`src/rtl/qspi_mem_arbiter.sv`:
```
// -----------------------------------------------------------------------------
// qspi_mem_arbiter
// Shares one QSPI transaction engine between the instruction-fetch port (ibus)
// and the data port (dbus). One word transaction at a time.
// - The top address bit picks the device: 0 = flash, 1 = PSRAM.
// - Data normally wins arbitration. A fetch is forced through after STREAK_MAX
//   consecutive data grants that it had to wait behind.
// - Data writes to flash are rejected without touching the engine.
// - A transaction the engine never completes is aborted after TIMEOUT_CYC cycles.
// Ports:
//   clk_i, rst_i                     clock, async active-high reset
//   ibus_req_i/addr_i                fetch request (held until ack)
//   ibus_ack_o/err_o/rdata_o         fetch response (ack is a 1-cycle pulse)
//   dbus_req_i/we_i/be_i/addr_i/wdata_i  data request (held until ack)
//   dbus_ack_o/err_o/rdata_o         data response (ack is a 1-cycle pulse)
//   mem_req_o/we_o/be_o/sel_o/addr_o/wdata_o  engine request, stable while held
//   mem_done_i/rdata_i               engine completion and read data
//   mem_abort_o                      1-cycle pulse, engine must go back to idle
//   busy_o                           arbiter is not idle
// -----------------------------------------------------------------------------
module qspi_mem_arbiter #(
    parameter int ADDR_W      = 25,
    parameter int TIMEOUT_CYC = 1024,
    parameter int STREAK_MAX  = 4
) (
    input  logic              clk_i,
    input  logic              rst_i,
    input  logic              ibus_req_i,
    input  logic [ADDR_W-1:0] ibus_addr_i,
    output logic              ibus_ack_o,
    output logic              ibus_err_o,
    output logic [31:0]       ibus_rdata_o,
    input  logic              dbus_req_i,
    input  logic              dbus_we_i,
    input  logic [3:0]        dbus_be_i,
    input  logic [ADDR_W-1:0] dbus_addr_i,
    input  logic [31:0]       dbus_wdata_i,
    output logic              dbus_ack_o,
    output logic              dbus_err_o,
    output logic [31:0]       dbus_rdata_o,
    output logic              mem_req_o,
    output logic              mem_we_o,
    output logic [3:0]        mem_be_o,
    output logic              mem_sel_o,
    output logic [23:0]       mem_addr_o,
    output logic [31:0]       mem_wdata_o,
    input  logic              mem_done_i,
    input  logic [31:0]       mem_rdata_i,
    output logic              mem_abort_o,
    output logic              busy_o
);

    localparam int TMO_W = $clog2(TIMEOUT_CYC + 1);
    localparam int STK_W = $clog2(STREAK_MAX + 1);
    localparam logic [TMO_W-1:0] TMO_LAST = TMO_W'(TIMEOUT_CYC - 1);
    localparam logic [STK_W-1:0] STK_LIMIT = STK_W'(STREAK_MAX);

    typedef enum logic [1:0] {
        ST_IDLE = 2'd0,
        ST_BUSY = 2'd1,
        ST_RESP = 2'd2,
        ST_ERR  = 2'd3
    } state_t;

    state_t           state_r;
    state_t           state_nxt_s;
    logic [STK_W-1:0] streak_r;
    logic [STK_W-1:0] streak_nxt_s;
    logic [TMO_W-1:0] tmo_cnt_r;
    logic             owner_data_r;
    logic             grant_fetch_s;
    logic             grant_data_s;
    logic             flash_wr_s;
    logic             done_s;
    logic             tmo_s;
    logic             fetch_starved_s;

    logic             ibus_ack_r;
    logic             ibus_err_r;
    logic [31:0]      ibus_rdata_r;
    logic             dbus_ack_r;
    logic             dbus_err_r;
    logic [31:0]      dbus_rdata_r;
    logic             mem_req_r;
    logic             mem_we_r;
    logic [3:0]       mem_be_r;
    logic             mem_sel_r;
    logic [23:0]      mem_addr_r;
    logic [31:0]      mem_wdata_r;
    logic             mem_abort_r;
    logic             busy_r;

    assign ibus_ack_o   = ibus_ack_r;
    assign ibus_err_o   = ibus_err_r;
    assign ibus_rdata_o = ibus_rdata_r;
    assign dbus_ack_o   = dbus_ack_r;
    assign dbus_err_o   = dbus_err_r;
    assign dbus_rdata_o = dbus_rdata_r;
    assign mem_req_o    = mem_req_r;
    assign mem_we_o     = mem_we_r;
    assign mem_be_o     = mem_be_r;
    assign mem_sel_o    = mem_sel_r;
    assign mem_addr_o   = mem_addr_r;
    assign mem_wdata_o  = mem_wdata_r;
    assign mem_abort_o  = mem_abort_r;
    assign busy_o       = busy_r;

    // FSM state register
    always_ff @(posedge clk_i or posedge rst_i) begin
        if (rst_i) begin
            state_r <= ST_IDLE;
        end else begin
            state_r <= state_nxt_s;
        end
    end

    // Next-state logic: arbitration in IDLE, completion/timeout in BUSY
    always_comb begin
        state_nxt_s     = state_r;
        grant_fetch_s   = 1'b0;
        grant_data_s    = 1'b0;
        flash_wr_s      = 1'b0;
        done_s          = 1'b0;
        tmo_s           = 1'b0;
        fetch_starved_s = ibus_req_i && (streak_r == STK_LIMIT);
        case (state_r)
            ST_IDLE: begin
                if (dbus_req_i && !fetch_starved_s) begin
                    grant_data_s = 1'b1;
                    if (dbus_we_i && !dbus_addr_i[ADDR_W-1]) begin
                        flash_wr_s  = 1'b1;
                        state_nxt_s = ST_ERR;
                    end else begin
                        state_nxt_s = ST_BUSY;
                    end
                end else if (ibus_req_i) begin
                    grant_fetch_s = 1'b1;
                    state_nxt_s   = ST_BUSY;
                end else begin
                    state_nxt_s = ST_IDLE;
                end
            end
            ST_BUSY: begin
                // A done on the final allowed cycle still counts as completion.
                if (mem_done_i) begin
                    done_s      = 1'b1;
                    state_nxt_s = ST_RESP;
                end else if (tmo_cnt_r == TMO_LAST) begin
                    tmo_s       = 1'b1;
                    state_nxt_s = ST_ERR;
                end else begin
                    state_nxt_s = ST_BUSY;
                end
            end
            ST_RESP: state_nxt_s = ST_IDLE;
            ST_ERR:  state_nxt_s = ST_IDLE;
            default: state_nxt_s = ST_IDLE;
        endcase
    end

    // Fairness streak: data grants that overtook a waiting fetch
    always_comb begin
        streak_nxt_s = streak_r;
        if (!ibus_req_i || grant_fetch_s) begin
            streak_nxt_s = {STK_W{1'b0}};
        end else if (grant_data_s && (streak_r != STK_LIMIT)) begin
            streak_nxt_s = streak_r + STK_W'(1);
        end else begin
            streak_nxt_s = streak_r;
        end
    end

    // Streak counter and busy flag registers
    always_ff @(posedge clk_i or posedge rst_i) begin
        if (rst_i) begin
            streak_r <= {STK_W{1'b0}};
            busy_r   <= 1'b0;
        end else begin
            streak_r <= streak_nxt_s;
            busy_r   <= (state_nxt_s != ST_IDLE);
        end
    end

    // Engine request fields, timeout counter and registered responses
    always_ff @(posedge clk_i or posedge rst_i) begin
        if (rst_i) begin
            ibus_ack_r   <= 1'b0;
            ibus_err_r   <= 1'b0;
            ibus_rdata_r <= 32'h0000_0000;
            dbus_ack_r   <= 1'b0;
            dbus_err_r   <= 1'b0;
            dbus_rdata_r <= 32'h0000_0000;
            mem_req_r    <= 1'b0;
            mem_we_r     <= 1'b0;
            mem_be_r     <= 4'h0;
            mem_sel_r    <= 1'b0;
            mem_addr_r   <= 24'h00_0000;
            mem_wdata_r  <= 32'h0000_0000;
            mem_abort_r  <= 1'b0;
            owner_data_r <= 1'b0;
            tmo_cnt_r    <= {TMO_W{1'b0}};
        end else begin
            ibus_ack_r  <= 1'b0;
            dbus_ack_r  <= 1'b0;
            mem_abort_r <= 1'b0;
            if (grant_fetch_s) begin
                mem_req_r    <= 1'b1;
                mem_we_r     <= 1'b0;
                mem_be_r     <= 4'hF;
                mem_sel_r    <= ibus_addr_i[ADDR_W-1];
                mem_addr_r   <= ibus_addr_i[23:0];
                mem_wdata_r  <= 32'h0000_0000;
                owner_data_r <= 1'b0;
                tmo_cnt_r    <= {TMO_W{1'b0}};
            end else if (grant_data_s && flash_wr_s) begin
                // Flash is read-only: answer immediately, engine untouched.
                dbus_ack_r   <= 1'b1;
                dbus_err_r   <= 1'b1;
                dbus_rdata_r <= 32'h0000_0000;
            end else if (grant_data_s) begin
                mem_req_r    <= 1'b1;
                mem_we_r     <= dbus_we_i;
                mem_be_r     <= dbus_be_i;
                mem_sel_r    <= dbus_addr_i[ADDR_W-1];
                mem_addr_r   <= dbus_addr_i[23:0];
                mem_wdata_r  <= dbus_wdata_i;
                owner_data_r <= 1'b1;
                tmo_cnt_r    <= {TMO_W{1'b0}};
            end else if (done_s || tmo_s) begin
                mem_req_r   <= 1'b0;
                mem_abort_r <= tmo_s;
                if (owner_data_r) begin
                    dbus_ack_r   <= 1'b1;
                    dbus_err_r   <= tmo_s;
                    dbus_rdata_r <= (tmo_s || mem_we_r) ? 32'h0000_0000 : mem_rdata_i;
                end else begin
                    ibus_ack_r   <= 1'b1;
                    ibus_err_r   <= tmo_s;
                    ibus_rdata_r <= tmo_s ? 32'h0000_0000 : mem_rdata_i;
                end
            end else if (state_r == ST_BUSY) begin
                tmo_cnt_r <= tmo_cnt_r + TMO_W'(1);
            end else begin
                tmo_cnt_r <= tmo_cnt_r;
            end
        end
    end

endmodule

```
`config.mk`:
```
export PLATFORM = sky130hd
export DESIGN_NAME = qspi_mem_arbiter
export DESIGN_NICKNAME = d
export VERILOG_FILES = /design/src/rtl/qspi_mem_arbiter.sv
export SDC_FILE = /design/constraint.sdc
export NUM_CORES = 1
export LEC_CHECK = 0
export CORE_MARGIN = 2
export CORE_UTILIZATION = 39
export CTS_CLUSTER_SIZE = 16
export DETAILED_ROUTE_END_ITERATION = 12
export HOLD_SLACK_MARGIN = 0.02
export PLACE_DENSITY = 0.76
export SYNTH_ARGS = -nofsm -noshare
export SYNTH_HDL_FRONTEND = slang
export SYNTH_SLANG_ARGS = --single-unit
```
`constraint.sdc`:
```
create_clock -name clk_i -period 4.5 [get_ports clk_i]
set_input_delay 0.675 -clock clk_i [delete_from_list [all_inputs] [get_ports clk_i]]
set_output_delay 0.675 -clock clk_i [all_outputs]
set_load 0.01 [all_outputs]
```
==> flow_summary.rst, run 1 <==
.. list-table::
   :header-rows: 1

   * - Metric
     - Value
   * - Outcome
     - complete, no violations
   * - Clock Pin Slew Worst Setup and Hold Paths
     - 0.07 ns
   * - # nets final
     - 917
   * - Worst voltage drop across the vdd grid
     - 0.2768 mV
   * - Arrival time worst endpoint
     - 3.05 ns
   * - Area fraction in and, or, nand and nor cells after synthesis
     - 10.13%
   * - Avg Cell Area, Syn
     - 11.53 um^2
   * - Final Critical Period
     - 2.704 ns
   * - Setup slack of the critical path after layout
     - 1.796 ns
   * - Synth top area share
     - 59.38%
   * - Clock latency on the worst-skew pair
     - 0.42 ns
   * - Multi-input gate area in the final layout
     - 2203 um^2
   * - Largest family of logic cells by synthesized area
     - compound AO/OA/AOI/OAI gates
   * - Leading register cell type out of synthesis
     - sky130_fd_sc_hd__dfrtp_1
   * - Sum of net half-perimeters after detailed placement
     - 12830 um
   * - Top post-synthesis cells by count
     - 150 x sky130_fd_sc_hd__dfrtp_1, 67 x sky130_fd_sc_hd__o21ai_0, 44 x sky130_fd_sc_hd__inv_1
   * - Vias per cell
     - 5.276
   * - Startpoint kind of the worst setup timing path
     - input port
   * - Final cell area excluding filler cells
     - 9708 um^2
   * - Y dimension of the die
     - 131.3 um
   * - Data required, critical path
     - 4.85 ns
   * - Count of clock tree sinks
     - 150
   * - Slew Limit Fails
     - 0
   * - Cts-stage hold buffer count
     - 0
   * - Final non-filler cell total
     - 1019
   * - Number of I/O pins
     - 257
   * - DIE AREA
     - 17240 um^2
   * - Leakage dissipation
     - 0.004257 uW
   * - Share of the cycle needed by the critical path after routing
     - 60.09%
   * - Root Buffer Master
     - sky130_fd_sc_hd__clkbuf_16
   * - Internal Pwr Total
     - 4441 uW
   * - Total global routing overflow
     - 0
   * - Count of different cell masters after synthesis
     - 55
   * - Register area
     - 3754 um^2
   * - Count of maximum capacitance violations
     - 0
   * - Antenna-violating nets left
     - 0
   * - Reg power frac
     - 34.9%
   * - Ratio of cells with drive above 1 in the final layout
     - 6.849%
   * - Cell area power density
     - 684.3 nW/um^2
   * - Count of filler cells inserted in the layout
     - 1267
   * - Final setup fails
     - 0
   * - Syn. warnings
     - 0
   * - Initial antenna violation count
     - 0
   * - Count of state elements after synthesis
     - 150
   * - CTS buffer count
     - 17
   * - Synthesized Nets
     - 675
   * - Largest cells by area after synthesis
     - sky130_fd_sc_hd__dfrtp_1 59%, sky130_fd_sc_hd__o21ai_0 5.3%, sky130_fd_sc_hd__a32o_1 5.1%, sky130_fd_sc_hd__mux2i_1 4.9%, sky130_fd_sc_hd__a22o_1 4.6%
   * - Most common cell in the synthesized netlist
     - sky130_fd_sc_hd__dfrtp_1
   * - Routed vias
     - 5376
   * - Sw Ratio
     - 33.15%
   * - Relative contribution of combinational cells to total power
     - 41.4%
   * - Placement Rows
     - 46
   * - Antenna cells
     - 0
   * - Dpl cell area
     - 9047 um^2
   * - Share of the synthesized area in compound gates (AO/OA/AOI/OAI)
     - 18.84%
   * - First drt pass iteration count
     - 4
   * - Drt first-iter violations
     - 322
   * - Cell Area, Synth
     - 6321 um^2
   * - Clock tree buffer depth
     - 2
   * - Placed cell count
     - 987
   * - TritonCTS clock tree
     - done
   * - Via count of the first global-routing pass
     - 5477
   * - IO Port Bufs
     - 256
   * - H-tree levels
     - 4
   * - First-pass GRT wire length
     - 29260 um
   * - Proportion of synthesized flip-flops having asynchronous set or reset
     - 100.0%
   * - Crit Path Class
     - in -> reg
   * - Achievable frequency
     - 0.3698 GHz
   * - Setup crit end kind
     - register
   * - Post-CTS Setup Repair Bufs
     - 0
   * - Synth Area in XOR/XNOR
     - 0%
   * - Share of total power in the clock network
     - 23.7%
   * - Routed len/inst
     - 17.87 um
   * - Post-detailed-route DRC marker count
     - 0
   * - Crit-path max FO
     - 32
   * - Total routing usage reported by global routing
     - 21.31%
   * - Tightest Hold Check Type
     - reg -> reg
   * - Sequential-to-total area share from yosys stat
     - 59.38%
   * - Detailed-route wire length
     - 18210 um
   * - Chip width
     - 131.3 um
   * - Unrepaired setup endpoints after global routing
     - false
   * - Switching pwr
     - 2202 uW
   * - Cell type with the highest aggregate area in the netlist
     - sky130_fd_sc_hd__dfrtp_1
   * - Final hold viol count
     - 0
   * - Pin count of the biggest net entering global routing
     - 83
   * - EDFF count, synth
     - 0
   * - Setup TNS after final layout
     - 0 ns
   * - Starting Density
     - 39.79%
   * - Gpl congestion
     - 0.8826
   * - Pre-CTS WS
     - 1.339 ns
   * - Least-Margin Pin Slew
     - 1.110 ns
   * - Worst-case clock skew
     - 0.009273 ns
   * - Syn Inst Count
     - 548
   * - Adder and majority gate portion of the synthesized area
     - 0.5938%
   * - Gates resized, CTS repair
     - 0
   * - Normalized max-slew margin
     - 25.97%
   * - Placeable core area
     - 15890 um^2
   * - Area Growth Syn to Fin
     - 53.58%
   * - Multiplexer area fraction after synthesis
     - 5.087%
## layout make-up
class,count,share of cell area (%)
Tap cell,216,2.784
Multi-Input combinational cell,312,22.70
Clock inverter,13,2.243
Inverter,45,1.779
Timing Repair Buffer,264,27.27
Clock buffer,19,4.562
Sequential cell,150,38.66
## worst paths after layout
kind | depth (start not counted) | slack, ns | endpoint | from
hold reg to reg | 2 | 0.47 | mem_addr_o[17] | mem_addr_o[17]
hold / removal | 2 | 0.47 | mem_addr_o[17] | mem_addr_o[17]
max in group asynchronous | 3 | 3.00 | mem_req_o | rst_i
setup / recovery | 5 | 1.80 | mem_wdata_o[20] | ibus_req_i
setup reg to reg | 4 | 1.82 | dbus_rdata_o[22] | state_r[1]
min in group asynchronous | 3 | 0.74 | dbus_ack_o | rst_i
## cell families (layout without fill, tap and decap cells)
family          Yosys count  count (layout)
buf+inv                  86             341
mux                      32              32
fa+ha+maj                 3               3
compound gates          161             161
flops                   150             150
simple gates            116             116
## critical path, stage by stage
cell	delay, ns
sky130_fd_sc_hd__clkdlybuf4s50_1	0.48
sky130_fd_sc_hd__and3_1	0.24
sky130_fd_sc_hd__nor3b_1	0.44
sky130_fd_sc_hd__o21a_1	0.94
sky130_fd_sc_hd__a22o_1	0.27
## power by group through the flow
| stage | clock network [uW] | registers (uW) | logic, uW |
|---|---|---|---|
| detailed placement | 0 | 2320 | 2770 |
| CTS | 1610 | 2320 | 2770 |
| global route | 1680 | 2390 | 2950 |
| finish | 1580 | 2320 | 2750 |
| global placement | 0 | 2290 | 2700 |
| floorplan | 0 | 2530 | 995 |
## flip-flops by register name, indices dropped and copies added, names as in the netlist
register / flops
busy_o: 1
dbus_ack_o: 1
dbus_err_o: 1
dbus_rdata_o: 32
ibus_ack_o: 1
ibus_err_o: 1
ibus_rdata_o: 32
mem_abort_o: 1
mem_addr_o: 24
mem_be_o: 4
mem_req_o: 1
mem_sel_o: 1
mem_wdata_o: 32
mem_we_o: 1
owner_data_r: 1
state_r: 2
streak_r: 3
tmo_cnt_r: 11
## per-stage QoR
| step | hold slack (ns) | util (%) | power, uW |
|---|---|---|---|
| global placement | 0.4619 | 56.95 | 4985 |
| floorplan | 0.4867 | - | 3527 |
| detailed placement | 0.4702 | 56.95 | 5091 |
| finish | 0.4742 | 61.11 | 6643 |
| global route | 0.5131 | 61.11 | 7026 |
| CTS | 0.4832 | 61.11 | 6702 |
## placed cells by master (no fill, tap or decap), types with 2 or more instances in the layout
cell type | synthesis | routed
sky130_fd_sc_hd__o22a_1 | 4 | 4
sky130_fd_sc_hd__clkbuf_16 | 0 | 17
sky130_fd_sc_hd__nand3_1 | 5 | 5
sky130_fd_sc_hd__inv_6 | 0 | 3
sky130_fd_sc_hd__mux2i_1 | 31 | 31
sky130_fd_sc_hd__clkdlybuf4s50_1 | 0 | 256
sky130_fd_sc_hd__clkinvlp_4 | 0 | 2
sky130_fd_sc_hd__a2bb2oi_1 | 2 | 2
sky130_fd_sc_hd__a21oi_1 | 5 | 5
sky130_fd_sc_hd__a32o_1 | 32 | 32
sky130_fd_sc_hd__nor3b_1 | 3 | 3
sky130_fd_sc_hd__clkinv_4 | 0 | 2
sky130_fd_sc_hd__inv_1 | 44 | 43
sky130_fd_sc_hd__nand2b_1 | 4 | 4
sky130_fd_sc_hd__nor2b_1 | 3 | 2
sky130_fd_sc_hd__a22o_1 | 33 | 33
sky130_fd_sc_hd__buf_4 | 6 | 6
sky130_fd_sc_hd__bufinv_16 | 0 | 5
sky130_fd_sc_hd__nor3_1 | 2 | 2
sky130_fd_sc_hd__a21boi_0 | 2 | 2
sky130_fd_sc_hd__and3_1 | 4 | 4
sky130_fd_sc_hd__nand2_1 | 43 | 43
sky130_fd_sc_hd__dfrtp_1 | 150 | 150
sky130_fd_sc_hd__nand4_1 | 32 | 32
sky130_fd_sc_hd__ha_1 | 3 | 3
sky130_fd_sc_hd__or3_1 | 2 | 2
sky130_fd_sc_hd__o21ai_0 | 67 | 67
sky130_fd_sc_hd__nor2_1 | 5 | 4
sky130_fd_sc_hd__a211oi_1 | 2 | 2
sky130_fd_sc_hd__buf_12 | 0 | 2
sky130_fd_sc_hd__a31oi_1 | 3 | 3
## routing by layer
layer	share of wire (%)	up-vias	track usage [%]
met5	0	-	0
met4	1.7	0	6.944
met3	8.9	22	7.060
met2	49	267	34.85
met1	41	2597	26.81
li1	-	2490	-
No activity file was read; power rests on OpenSTA's default activity.
==> run 2, diff against run 1 <==
==> constraint.sdc (replaced) <==
create_clock -name clk_i -period 2.46 [get_ports clk_i]
set_input_delay 0.369 -clock clk_i [delete_from_list [all_inputs] [get_ports clk_i]]
set_output_delay 0.369 -clock clk_i [all_outputs]
set_load 0.01 [all_outputs]
==> run 2 against run 1 <==
Total power increased by 80%; routed wire length up 2.0%; clock-buffer cell count decreased by 1; via count is 1.8% higher; largest power group unchanged.
==> flow_summary.rst, run 2 (synthesized netlist as in run 1, its figures left out) <==
.. list-table::
   :header-rows: 1

   * - Metric
     - Value
   * - Reg power frac
     - 35.5% (+0.6 points)
   * - Normalized max-slew margin
     - 57.71% (+32 points)
   * - Cell area power density
     - 1223 nW/um^2 (+79%)
   * - Startpoint kind of the worst setup timing path
     - register
   * - Via count of the first global-routing pass
     - 5723 (+4.5%)
   * - Count of maximum capacitance violations
     - 0 (unchanged)
   * - Vias per cell
     - 5.330 (+1.0%)
   * - Root Buffer Master
     - sky130_fd_sc_hd__clkbuf_16
   * - Internal Pwr Total
     - 7953 uW (+79%)
   * - Post-detailed-route DRC marker count
     - 0 (unchanged)
   * - Share of total power in the clock network
     - 21.7% (-2.0 points)
   * - Sw Ratio
     - 33.48% (+0.32 points)
   * - Highest-delay cell along the critical path
     - sky130_fd_sc_hd__o41a_1
   * - First drt pass iteration count
     - 5 (+1)
   * - RR Endpoint
     - ibus_rdata_o[11]
   * - Depth of the worst register-to-register path
     - 6 (+2)
   * - Capture point of the worst path
     - ibus_rdata_o[11]
   * - Ratio of cells with drive above 1 in the final layout
     - 7.891% (+1.0 points)
   * - Final setup fails
     - 0 (unchanged)
   * - Pin count of the biggest net entering global routing
     - 83 (unchanged)
   * - Outcome
     - complete, no violations
   * - TritonCTS clock tree
     - done
   * - Register-to-register path setup slack
     - 0.30 ns (-1.52 ns)
   * - Placeable core area
     - 15890 um^2 (unchanged)
   * - Routed len/inst
     - 18.09 um (+1.2%)
   * - Achievable frequency
     - 0.4637 GHz
   * - Slew Limit Fails
     - 0 (unchanged)
   * - Count of filler cells inserted in the layout
     - 1261 (-0.47%)
   * - Final hold viol count
     - 0 (unchanged)
   * - Worst voltage drop across the vdd grid
     - 0.5398 mV (+95%)
   * - Cts-stage hold buffer count
     - 0 (unchanged)
   * - Initial antenna violation count
     - 0 (unchanged)
   * - Most common cell after layout, fill and taps aside
     - sky130_fd_sc_hd__clkdlybuf4s50_1
   * - Setup crit end kind
     - register
   * - Cells along the critical path
     - ha_1 > nand3_1 > o41a_1 > nor3_4 > buf_4 > o21ai_0
   * - Met2 WL
     - 9245 um (+4.6%)
   * - Unrepaired setup endpoints after global routing
     - false
   * - Post-CTS Setup Repair Bufs
     - 0 (unchanged)
   * - Detailed route wirelength on metal3
     - 1696 um (+4.8%)
   * - Count of clock tree sinks
     - 150 (unchanged)
   * - Routed vias
     - 5474 (+1.8%)
   * - Buf/Inv on CP
     - 1 (unchanged)
   * - # nets final
     - 927 (+1.1%)
   * - Antenna cells
     - 0 (unchanged)
   * - Final non-filler cell total
     - 1027 (+0.79%)
   * - Relative contribution of combinational cells to total power
     - 42.8% (+1.4 points)
   * - Starting Density
     - 39.79% (unchanged)
   * - Crit Path Class
     - reg -> reg
   * - Clock tree buffer depth
     - 2 (unchanged)
   * - H-tree levels
     - 4 (unchanged)
   * - Final Critical Period
     - 2.157 ns
   * - CTS buffer count
     - 17 (unchanged)
   * - Tightest Hold Check Type
     - in -> async
   * - Cell class contributing the biggest share of worst-path delay
     - compound AO/OA/AOI/OAI gates
   * - IO Port Bufs
     - 256 (unchanged)
   * - Placed cell count
     - 997 (+1.0%)
   * - Detailed-route wire length
     - 18580 um (+2.0%)
   * - Crit path depth
     - 6 (+1)
   * - Placement Rows
     - 46 (unchanged)
   * - Switching pwr
     - 4002 uW (+82%)
   * - Area Growth Syn to Fin
     - 54.69%
   * - Leakage dissipation
     - 0.004291 uW (+0.79%)
   * - Clock latency on the worst-skew pair
     - 0.41 ns (about the same)
   * - Delay of the slowest cell on the worst path
     - 0.52 ns (-0.42 ns)
   * - DIE AREA
     - 17240 um^2 (unchanged)
   * - Setup TNS after final layout
     - 0 ns (unchanged)
   * - First-pass GRT wire length
     - 30240 um (+3.4%)
   * - Arrival time worst endpoint
     - 2.43 ns (-0.62 ns)
   * - Number of I/O pins
     - 257 (unchanged)
   * - Clock Pin Slew Worst Setup and Hold Paths
     - 0.06 ns (about the same)
   * - Total routing usage reported by global routing
     - 21.90% (+0.59 points)
   * - Total global routing overflow
     - 0 (unchanged)
   * - Drt first-iter violations
     - 304 (-5.6%)
   * - Gates resized, CTS repair
     - 0 (unchanged)
   * - Crit path from
     - tmo_cnt_r[0]
   * - Least-Margin Pin Slew
     - 0.6314 ns (-0.4790 ns)
   * - Final standard cell utilization of the core
     - 61.55% (+0.44 points)
   * - Routed met1 length
     - 7375 um (-0.91%)
   * - Tot Pwr
     - 11960 uW (+80%)
   * - Data required, critical path
     - 2.74 ns (-2.11 ns)
   * - Share of the cycle needed by the critical path after routing
     - 87.67%
   * - Antenna-violating nets left
     - 0 (unchanged)
   * - Y dimension of the die
     - 131.3 um (unchanged)
   * - Hold WS
     - 0.3006 ns (-0.1736 ns)
   * - Sum of net half-perimeters after detailed placement
     - 13580 um (+5.8%)
   * - Gpl congestion
     - 0.8897 (+0.80%)
   * - Most used cells in the layout excluding fill and tap cells
     - 256 x sky130_fd_sc_hd__clkdlybuf4s50_1, 150 x sky130_fd_sc_hd__dfrtp_1, 67 x sky130_fd_sc_hd__o21ai_0
   * - R2r startpoint
     - tmo_cnt_r[0]
   * - Crit-path max FO
     - 33 (+3.1%)
   * - Highest metal layer with signal wires
     - met4
   * - Chip width
     - 131.3 um (unchanged)
   * - Worst-case clock skew
     - 0.006171 ns (-0.003102 ns)
[run 2: cell count changes in the layout (fill, tap and decap cells not counted)]
cell                         change
sky130_fd_sc_hd__clkinv_2        +2
sky130_fd_sc_hd__bufinv_16       -2
sky130_fd_sc_hd__clkbuf_1        -1
sky130_fd_sc_hd__inv_8           -1
sky130_fd_sc_hd__clkinvlp_4      +2
sky130_fd_sc_hd__buf_12          +5
sky130_fd_sc_hd__buf_4           +5
sky130_fd_sc_hd__inv_6           -2
[run 2: worst min path at each step]
| stage | slack, ns | start | endpoint |
|---|---|---|---|
| floorplan | 0.49 | tmo_cnt_r[3] | tmo_cnt_r[3] |
| global placement | 0.46 | mem_addr_o[10] | mem_addr_o[10] |
| detailed placement | 0.47 | mem_addr_o[20] | mem_addr_o[20] |
| CTS | 0.29 | rst_i | mem_we_o |
| global route | 0.31 | rst_i | mem_we_o |
| finish | 0.30 | rst_i | mem_we_o |
[run 2: final cells by class]
type	count	area, um^2	share of cell area, %
well taps	216	270.3	2.764
clock inverters	12	153.9	1.574
repair buffers	274	2785	28.48
inverters	45	172.7	1.766
multi-input cells	312	2203	22.53
flip-flops and latches	150	3754	38.39
clock buffers	18	439.2	4.491
[run 2: through the flow]
step / setup slack [ns] / cell area (um^2)
2_1_floorplan: 0.2020 / 6325
3_3_place_gp: 0.2397 / 9185
3_5_place_dp: 0.1603 / 9185
4_1_cts: 0.2984 / 9778
5_1_grt: 0.1595 / 9778
6_report: 0.3033 / 9778
[run 2: routing by layer]
metal | global-route usage (%) | vias to the layer above
li1 | - | 2506
met1 | 26.33 | 2668
met2 | 36.73 | 279
met3 | 8.025 | 21
met4 | 6.944 | 0
met5 | 0 | -
[run 2: power groups by stage]
| stage | Sequential [uW] | Clock, uW | Combinational (uW) |
|---|---|---|---|
| final | 4250 | 2590 | 5120 |
| after CTS | 4250 | 2660 | 5160 |
| after floorplan | 4630 | 0 | 1820 |
| after global placement | 4210 | 0 | 4990 |
| after detailed placement | 4260 | 0 | 5140 |
| after global routing | 4370 | 2770 | 5500 |
